`config.mk`:
```
export PLATFORM = sky130hd
export DESIGN_NAME = ctrl_mmio_bridge
export DESIGN_NICKNAME = d
export VERILOG_FILES = /design/src/rtl/ctrl_mmio_bridge.sv
export SDC_FILE = /design/constraint.sdc
export NUM_CORES = 1
export LEC_CHECK = 0
export CAP_MARGIN = 20
export CORE_MARGIN = 4
export CORE_UTILIZATION = 37
export DETAILED_ROUTE_END_ITERATION = 6
export MAX_ROUTING_LAYER = met4
export PLACE_DENSITY = 0.78
export SETUP_SLACK_MARGIN = 0.2
export SLEW_MARGIN = 20
export SYNTH_ARGS = -nofsm -noshare
export SYNTH_HDL_FRONTEND = slang
export SYNTH_SLANG_ARGS = --single-unit
```
`constraint.sdc`:
```
create_clock -name clock -period 6.5 [get_ports clock]
set_clock_uncertainty 0.2 [all_clocks]
set_input_delay 0.65 -clock clock [delete_from_list [all_inputs] [get_ports clock]]
set_output_delay 0.65 -clock clock [all_outputs]
set_load 0.02 [all_outputs]
```
`src/rtl/ctrl_mmio_bridge.sv`:
```
// ctrl_mmio_bridge: turns single host MMIO read/write commands into AXI4
// single-beat transactions on the simulator ctrl slave port. One transaction
// is outstanding at a time; stale R/B beats with a foreign ID are drained.
// Optional watchdog: define CTRL_BRIDGE_TIMEOUT_EN to abort a transaction
// that waits TIMEOUT_CYCLES cycles on the AXI side (error response, sticky
// timeout_seen). Without the macro the bridge waits indefinitely.
//
// state   | meaning
// IDLE    | cmd_ready high, draining stray R/B beats
// RD_ADDR | AR valid, waiting for ar_ready
// RD_DATA | waiting for an R beat carrying the current ID
// WR_REQ  | AW and W valid, each dropped after its own handshake
// WR_RESP | waiting for a B beat carrying the current ID
// RESP    | rsp_valid held until rsp_ready
module ctrl_mmio_bridge #(
    parameter int unsigned ADDR_BITS      = 32,
    parameter int unsigned DATA_BITS      = 32,
    parameter int unsigned ID_BITS        = 4,
    parameter int unsigned TIMEOUT_CYCLES = 1024
) (
    input  logic                   clock,
    input  logic                   reset,
    input  logic                   cmd_valid,
    output logic                   cmd_ready,
    input  logic                   cmd_write,
    input  logic [ADDR_BITS-1:0]   cmd_addr,
    input  logic [DATA_BITS-1:0]   cmd_wdata,
    output logic                   rsp_valid,
    input  logic                   rsp_ready,
    output logic [DATA_BITS-1:0]   rsp_rdata,
    output logic                   rsp_err,
    output logic                   ctrl_ar_valid,
    input  logic                   ctrl_ar_ready,
    output logic [ADDR_BITS-1:0]   ctrl_ar_bits_addr,
    output logic [ID_BITS-1:0]     ctrl_ar_bits_id,
    output logic [2:0]             ctrl_ar_bits_size,
    output logic [7:0]             ctrl_ar_bits_len,
    output logic                   ctrl_aw_valid,
    input  logic                   ctrl_aw_ready,
    output logic [ADDR_BITS-1:0]   ctrl_aw_bits_addr,
    output logic [ID_BITS-1:0]     ctrl_aw_bits_id,
    output logic [2:0]             ctrl_aw_bits_size,
    output logic [7:0]             ctrl_aw_bits_len,
    output logic                   ctrl_w_valid,
    input  logic                   ctrl_w_ready,
    output logic [DATA_BITS/8-1:0] ctrl_w_bits_strb,
    output logic [DATA_BITS-1:0]   ctrl_w_bits_data,
    output logic                   ctrl_w_bits_last,
    input  logic                   ctrl_r_valid,
    output logic                   ctrl_r_ready,
    input  logic [1:0]             ctrl_r_bits_resp,
    input  logic [ID_BITS-1:0]     ctrl_r_bits_id,
    input  logic [DATA_BITS-1:0]   ctrl_r_bits_data,
    input  logic                   ctrl_r_bits_last,
    input  logic                   ctrl_b_valid,
    output logic                   ctrl_b_ready,
    input  logic [1:0]             ctrl_b_bits_resp,
    input  logic [ID_BITS-1:0]     ctrl_b_bits_id,
    output logic                   timeout_seen
);
    localparam int unsigned STRB_BITS = DATA_BITS / 8;
    localparam logic [2:0]  AXI_SIZE  = 3'($clog2(STRB_BITS));

    typedef enum logic [2:0] {IDLE, RD_ADDR, RD_DATA, WR_REQ, WR_RESP, RESP} state_t;

    state_t               state;
    logic                 live;
    logic [ADDR_BITS-1:0] addr_q;
    logic [DATA_BITS-1:0] wdata_q;
    logic [ID_BITS-1:0]   id_ctr;
    logic [ID_BITS-1:0]   cur_id;
    logic                 aw_done;
    logic                 w_done;
    logic                 wd_expire;

    logic cmd_fire, ar_fire, aw_fire, w_fire, r_hit, b_hit;

    // live stays low until the first edge after reset release so cmd_ready
    // and the drain readies come up one cycle late.
    assign cmd_ready    = live && (state == IDLE);
    assign ctrl_r_ready = live && (state == IDLE || state == RD_DATA);
    assign ctrl_b_ready = live && (state == IDLE || state == WR_RESP);

    assign cmd_fire = cmd_valid && cmd_ready;
    assign ar_fire  = ctrl_ar_valid && ctrl_ar_ready;
    assign aw_fire  = ctrl_aw_valid && ctrl_aw_ready;
    assign w_fire   = ctrl_w_valid && ctrl_w_ready;
    assign r_hit    = ctrl_r_valid && ctrl_r_ready && (ctrl_r_bits_id == cur_id);
    assign b_hit    = ctrl_b_valid && ctrl_b_ready && (ctrl_b_bits_id == cur_id);

    assign ctrl_ar_bits_addr = addr_q;
    assign ctrl_ar_bits_id   = cur_id;
    assign ctrl_ar_bits_size = AXI_SIZE;
    assign ctrl_ar_bits_len  = 8'd0;
    assign ctrl_aw_bits_addr = addr_q;
    assign ctrl_aw_bits_id   = cur_id;
    assign ctrl_aw_bits_size = AXI_SIZE;
    assign ctrl_aw_bits_len  = 8'd0;
    assign ctrl_w_bits_strb  = '1;
    assign ctrl_w_bits_data  = wdata_q;
    assign ctrl_w_bits_last  = 1'b1;

`ifdef CTRL_BRIDGE_TIMEOUT_EN
    localparam int unsigned WD_BITS = $clog2(TIMEOUT_CYCLES + 1);

    logic [WD_BITS-1:0] wd_cnt;
    logic               wd_busy;

    assign wd_busy   = (state == RD_ADDR) || (state == RD_DATA) ||
                       (state == WR_REQ)  || (state == WR_RESP);
    assign wd_expire = wd_busy && (wd_cnt == WD_BITS'(TIMEOUT_CYCLES - 1));

    // Cycles spent waiting on the AXI side; restarts with each accepted command.
    always_ff @(posedge clock or negedge reset) begin
        if (!reset) begin
            wd_cnt <= '0;
        end else if (cmd_fire) begin
            wd_cnt <= '0;
        end else if (wd_busy) begin
            wd_cnt <= wd_cnt + 1'b1;
        end
    end

    // Sticky record that some transaction was aborted by the watchdog.
    always_ff @(posedge clock or negedge reset) begin
        if (!reset) begin
            timeout_seen <= 1'b0;
        end else if (wd_expire) begin
            timeout_seen <= 1'b1;
        end
    end

    logic unused_sigs;
    assign unused_sigs = &{1'b0, ctrl_r_bits_last, ctrl_r_bits_resp[0], ctrl_b_bits_resp[0]};
`else
    assign wd_expire    = 1'b0;
    assign timeout_seen = 1'b0;

    logic unused_sigs;
    assign unused_sigs = &{1'b0, ctrl_r_bits_last, ctrl_r_bits_resp[0], ctrl_b_bits_resp[0],
                           TIMEOUT_CYCLES[0]};
`endif

    // Transaction sequencer; a watchdog expiry overrides any pending handshake.
    always_ff @(posedge clock or negedge reset) begin
        if (!reset) begin
            state         <= IDLE;
            live          <= 1'b0;
            addr_q        <= '0;
            wdata_q       <= '0;
            id_ctr        <= '0;
            cur_id        <= '0;
            aw_done       <= 1'b0;
            w_done        <= 1'b0;
            ctrl_ar_valid <= 1'b0;
            ctrl_aw_valid <= 1'b0;
            ctrl_w_valid  <= 1'b0;
            rsp_valid     <= 1'b0;
            rsp_rdata     <= '0;
            rsp_err       <= 1'b0;
        end else begin
            live <= 1'b1;
            if (wd_expire) begin
                ctrl_ar_valid <= 1'b0;
                ctrl_aw_valid <= 1'b0;
                ctrl_w_valid  <= 1'b0;
                rsp_valid     <= 1'b1;
                rsp_rdata     <= '0;
                rsp_err       <= 1'b1;
                state         <= RESP;
            end else begin
                case (state)
                    IDLE: begin
                        if (cmd_fire) begin
                            addr_q  <= cmd_addr;
                            wdata_q <= cmd_wdata;
                            cur_id  <= id_ctr;
                            id_ctr  <= id_ctr + 1'b1;
                            aw_done <= 1'b0;
                            w_done  <= 1'b0;
                            if (cmd_write) begin
                                ctrl_aw_valid <= 1'b1;
                                ctrl_w_valid  <= 1'b1;
                                state         <= WR_REQ;
                            end else begin
                                ctrl_ar_valid <= 1'b1;
                                state         <= RD_ADDR;
                            end
                        end
                    end
                    RD_ADDR: begin
                        if (ar_fire) begin
                            ctrl_ar_valid <= 1'b0;
                            state         <= RD_DATA;
                        end
                    end
                    RD_DATA: begin
                        if (r_hit) begin
                            rsp_rdata <= ctrl_r_bits_data;
                            rsp_err   <= ctrl_r_bits_resp[1];
                            rsp_valid <= 1'b1;
                            state     <= RESP;
                        end
                    end
                    WR_REQ: begin
                        if (aw_fire) begin
                            ctrl_aw_valid <= 1'b0;
                            aw_done       <= 1'b1;
                        end
                        if (w_fire) begin
                            ctrl_w_valid <= 1'b0;
                            w_done       <= 1'b1;
                        end
                        if ((aw_done || aw_fire) && (w_done || w_fire)) begin
                            state <= WR_RESP;
                        end
                    end
                    WR_RESP: begin
                        if (b_hit) begin
                            rsp_rdata <= '0;
                            rsp_err   <= ctrl_b_bits_resp[1];
                            rsp_valid <= 1'b1;
                            state     <= RESP;
                        end
                    end
                    RESP: begin
                        if (rsp_ready) begin
                            rsp_valid <= 1'b0;
                            state     <= IDLE;
                        end
                    end
                    default: state <= IDLE;
                endcase
            end
        end
    end
endmodule

```
# ---- Word level (Yosys, flattened, before mapping)
# Cells that the tools add are included.
dict set report word_totals {
  ff_bits 115
  in_bits 119
  out_inout_bits 172
  elab_cells 95
}
dict set report classes {
  add_sub_neg 1
  eq_ne 17
  muxes 33
  n_reduce_logical 30
}
# op n
set ops {}
lappend ops {{$mux 32} 2}
lappend ops {{$pmux 32 s2} 1}
lappend ops {{$ne 2x2->1 const B} 10}
lappend ops {{$mux 3} 6}
lappend ops {{$pmux 3 s6} 1}
lappend ops {{$reduce_and 4->1} 4}
lappend ops {{$mux 1} 15}
lappend ops {{$logic_and 1x1->1} 12}
lappend ops {{$pmux 1 s2} 6}
lappend ops {{$reduce_and 3->1} 3}
lappend ops {{$eq 4x4->1} 2}
lappend ops {{$eq 3x2->1 const B} 2}
lappend ops {{$eq 3x3->1 const B} 2}
lappend ops {{$reduce_and 6->1} 1}
lappend ops {{$reduce_bool 2->1} 3}
lappend ops {{$add 4x1->4 const B} 1}
lappend ops {{$logic_or 1x1->1} 4}
lappend ops {{$eq 3x1->1 const B} 1}
lappend ops {{$logic_not 3->1} 1}
lappend ops {{$pmux 1 s3} 1}
lappend ops {{$reduce_bool 3->1} 1}
lappend ops {{$mux 2} 1}
lappend ops {{$reduce_and 2->1} 1}

# ---- Depth between registers and ports, before layout
dict set report depth {
  ltp_word 7
  mapped_depth 8
}

# ---- Least setup slack after synthesis
# Ideal clock, no wire load.
dict set report synth_path {
  kind {register -> register}
  from {reg state[0]}
  to {reg rsp_rdata[22]}
  t_arrival_ns 2.030
  required_ns 6.179
  path_slack_ns 4.149
  path_stages_with_launch 8
  synth_period_minus_slack_ns 2.351
  path_cell_list {dfrtp_1 -> buf_2 -> nor3b_1 -> a31oi_1 -> a21o_1 -> buf_6 -> buf_6 -> a22o_1}
}
dict set report synth_via {
  elab_chain_cells 7
  word_cells_on_any_way 16
  classes_between {eq/ne: 4; mux: 1; reduce/logical: 11}
}
# element line_no
set synth_rtl {}
lappend synth_rtl {{from (decl)} 66} ;# state_t state;
lappend synth_rtl {{from (signal assigned)} 147} ;# state <= IDLE;
lappend synth_rtl {{from (signal assigned)} 170} ;# state <= RESP;
lappend synth_rtl {{from (signal assigned)} 184} ;# state <= WR_REQ;
lappend synth_rtl {{$eq 3x2->1 or $logic_not 3->1 (tied branches)} 81} ;# assign ctrl_r_ready = live && (state == IDLE || state == RD_DATA);
lappend synth_rtl {{$logic_or 1x1->1 *} 81}
lappend synth_rtl {{$logic_and 1x1->1 *} 81}
lappend synth_rtl {{net ctrl_r_ready} 50} ;# output logic ctrl_r_ready,
lappend synth_rtl {{$logic_and 1x1->1 * (2 in series)} 88} ;# assign r_hit = ctrl_r_valid && ctrl_r_ready && (ctrl_r_bits_id == cur_id);
lappend synth_rtl {{$ne 2x2->1 (no line) *} -}
lappend synth_rtl {{$reduce_and 3->1 (no line) *} -}
lappend synth_rtl {{to (signal assigned)} 199} ;# rsp_rdata <= ctrl_r_bits_data;
lappend synth_rtl {{to (decl)} 30} ;# output logic [DATA_BITS-1:0] rsp_rdata,
# The timed path passes the listed nets; every way through them passes the cells marked *.
# A chain may end at the register's enable or synchronous reset.

# ---- Worst setup path in the final report
dict set report layout_path {
  from {reg state[2]}
  to {out ctrl_r_ready}
}
dict set report layout_via {
  elab_chain_cells 3
  word_cells_on_any_way 4
  classes_between {eq/ne: 1; reduce/logical: 3}
}
# element line_no
set layout_rtl {}
lappend layout_rtl {{$eq 3x2->1 or $logic_not 3->1 (tied branches)} 81}
lappend layout_rtl {{$logic_or 1x1->1 *} 81}
lappend layout_rtl {{$logic_and 1x1->1 *} 81}
lappend layout_rtl {{to (decl)} 50}
# Mark *: on every way between the ends. The rest lies on a longest branch, timed or not.

==> impl_metrics.env <==
export IMPL_status="complete, no violations"
export IMPL_worst_slack_ns=3.55
export IMPL_regArea_sq_mm=0.00288
export IMPL_h_tree_depth=4
export IMPL_yosysWarnings=0
export IMPL_max_slew_margin_pct=34.6
export IMPL_clockBufferDepth=2
export IMPL_syn_inst=372
export IMPL_worst_path_max_delay_cell="clkdlybuf4s50_1"
export IMPL_antenna_found_initial=0
export IMPL_rows=42
export IMPL_clkSlewWorstSetupHoldPaths_ns=0.05
export IMPL_dieArea_sq_mm=0.0154
export IMPL_clkSinkCount=115
export IMPL_syn_area_sq_mm=0.00500
export IMPL_drv_cap=0
export IMPL_cp_data_arrival_time_ns=2.10
export IMPL_final_cell_count_no_fill=785
export IMPL_num_vias=3639
export IMPL_post_place_ws_ns=3.05
export IMPL_path_cells="nor3b_1, clkdlybuf4s50_1"
export IMPL_cts_resized=0
export IMPL_grt_pass1_wl_microns=21800
export IMPL_fmax_mhz=339
export IMPL_final_area_sq_mm=0.00796
export IMPL_syn_avg_cell_area_sq_um=13.4
export IMPL_tns_ns=0
export IMPL_drv_slew=0
export IMPL_layout_common_cells="clkdlybuf4s50_1, dfrtp_1, mux2_2"
export IMPL_synth_seq_cells=115
export IMPL_rsz0062_at_grt="false"
export IMPL_hold_viol_final=0
export IMPL_area_growth_pct=59.1
export IMPL_port_buffers=259
export IMPL_start_kind="flip-flop"
export IMPL_rrSetupSlack_ns=3.82
export IMPL_place_area_sq_mm=0.00734
export IMPL_period_share_pct=45.4
export IMPL_wire_per_inst_microns=17.5
export IMPL_routed_wl_microns=13800
export IMPL_worstMarginPinSlew_ns=0.981
export IMPL_clk_latency_ns=0.40
export IMPL_synth_distinct_cells=37
export IMPL_diodes=0
export IMPL_synth_area_leaders="dfrtp_1, mux2_2, buf_4"
export IMPL_fin_nets=716
export IMPL_setup_viol=0
export IMPL_cp_required_ns=5.65
export IMPL_grt_overflow=0
export IMPL_first_pass_iters=5
export IMPL_dp_cells=753
export IMPL_remaining_drc_errors=0
export IMPL_place_hpwl_microns=10100
export IMPL_ir_worst_vdd_v=0.000254
export IMPL_crit_fanout=14
export IMPL_initial_core_util_pct=37.8
export IMPL_min_path_type="in -> async"
export IMPL_yosysTopAreaCell="dfrtp_1"
export IMPL_io_pins=291
export IMPL_die_w_microns=124
export IMPL_grt_use_total_pct=18.4
export IMPL_grt_max_degree=77
export IMPL_viasPerCell=4.64
export IMPL_criticalPathCategory="reg -> out"
export IMPL_multi_input_area_sq_mm=0.00163
export IMPL_ant_nets=0
export IMPL_gp_congestion=0.802
export IMPL_cts_made_buffers=17
export IMPL_postCtsSetupBuffers=0
export IMPL_drt_iter0_drc=265
export IMPL_cp_num_buf_inv=1
export IMPL_drive_above_1_share_pct=18.2
export IMPL_grt_pass1_vias=3994
export IMPL_cts_root_buf="clkbuf_16"
export IMPL_die_h_microns=124
export IMPL_final_common_cell="clkdlybuf4s50_1"
export IMPL_placeableCoreArea_sq_mm=0.0132
export IMPL_fillers=1054
export IMPL_cts_tree="yes"
export IMPL_power_total_uw=3860
export IMPL_hold_buffers=0
export IMPL_pwr_density_cell_mw_per_mm2=485
export IMPL_synth_top_cell_area_share_pct=57.5
export IMPL_end_kind="primary output"
export IMPL_finalCriticalPeriod_ns=2.95
export IMPL_crit_family="buffers and inverters"
export IMPL_slowest_delay_ns=0.74
export IMPL_ys_seq_area_share_pct=57.5
export IMPL_p_leak_uw=0.00342
## state kept, by name, indices dropped and copies added (netlist names), 3 cells and up
signal             count
rsp_rdata             32
ctrl_w_bits_data      32
id_ctr                 4
ctrl_ar_bits_addr     32
state                  3
ctrl_ar_bits_id        4
## kinds of logic after synthesis
| kind of cell | share of synthesized area (%) |
|---|---|
| and+or+nand+nor | 3.63 |
| DFF | 57.5 |
| xor gates and xnor gates | 1.93 |
| muxes | 16.1 |
| adders and majority gates | 0.250 |
| AOI/OAI and AO/OA | 8.20 |
| other | 0.150 |
| buffers and inverters | 12.3 |
## path summary, 6_finish.rpt
path | cells after the start | from | endpoint
worst max-delay path | 2 | state[2] | ctrl_r_ready
worst max register to register | 5 | state[1] | rsp_err
min in group clock | 1 | id_ctr[3] | id_ctr[3]
worst min-delay path | 1 | reset | ctrl_w_bits_data[28]
worst min register to register | 1 | id_ctr[3] | id_ctr[3]
max in group asynchronous | 2 | reset | ctrl_w_bits_data[30]
## per-stage QoR
| stage | utilization [%] | hold WS (ns) |
|---|---|---|
| after floorplan | - | 0.154 |
| after global placement | 55.4 | 0.259 |
| after detailed placement | 55.5 | 0.262 |
| after CTS | 60.1 | 0.0636 |
| after global routing | 60.1 | 0.0951 |
| final | 60.1 | 0.0548 |
## final cells by class
type / count / share of cell area [%]
sequential: 115 / 36.2
timing repair buffer: 260 / 32.6
multi-input combinational: 196 / 20.4
clock buffer: 18 / 5.39
tap: 176 / 2.77
clock inverter: 14 / 2.34
inverter: 6 / 0.283
## synthesized netlist by cell type (all sizes together)
cell type / instances
nand2: 9
a21oi: 4
o2111ai: 2
nor2: 7
o211ai: 2
nor4: 2
a22o: 32
nor3: 1
or2: 1
o31ai: 1
nand3: 3
a22oi: 1
a31o: 1
dfrtp: 115
a31oi: 5
conb: 2
mux2: 71
and3b: 1
ha: 1
o21ai: 3
nor3b: 1
xor2: 8
and4: 1
nand4: 2
a21o: 1
nand2b: 1
or3: 1
clkbuf: 4
and3: 1
xnor2: 3
or3b: 1
inv: 6
buf: 78
## layer usage
layer | routed length (microns) | part of all wire (%) | GRT usage (%) | vias to the layer above
met2 | 7200 | 52 | 31.4 | 174
li1 | - | - | - | 1658
met1 | 5440 | 40 | 20.7 | 1788
met3 | 922 | 6.7 | 6.05 | 19
met5 | 0 | 0 | - | -
met4 | 196 | 1.4 | 5.03 | 0
## power breakdown
part | total [uW] | switching [uW] | internal [uW] | leakage (uW)
Clock | 966 | 326 | 639 | 0.000300
Combinational | 1710 | 823 | 892 | 0.00167
Sequential | 1180 | 200 | 977 | 0.00146
Total | 3860 | 1350 | 2510 | 0.00342
## worst register-to-register path, delay by kind of cell, from the launching register on
family | cells | cell delay [ns]
buf+inv | 1 | 0.14
simple gates | 1 | 0.48
mux | 1 | 0.38
compound gates | 2 | 0.91
flops | 1 | 0.46
Note: power is estimated with default switching activity, not from simulation.
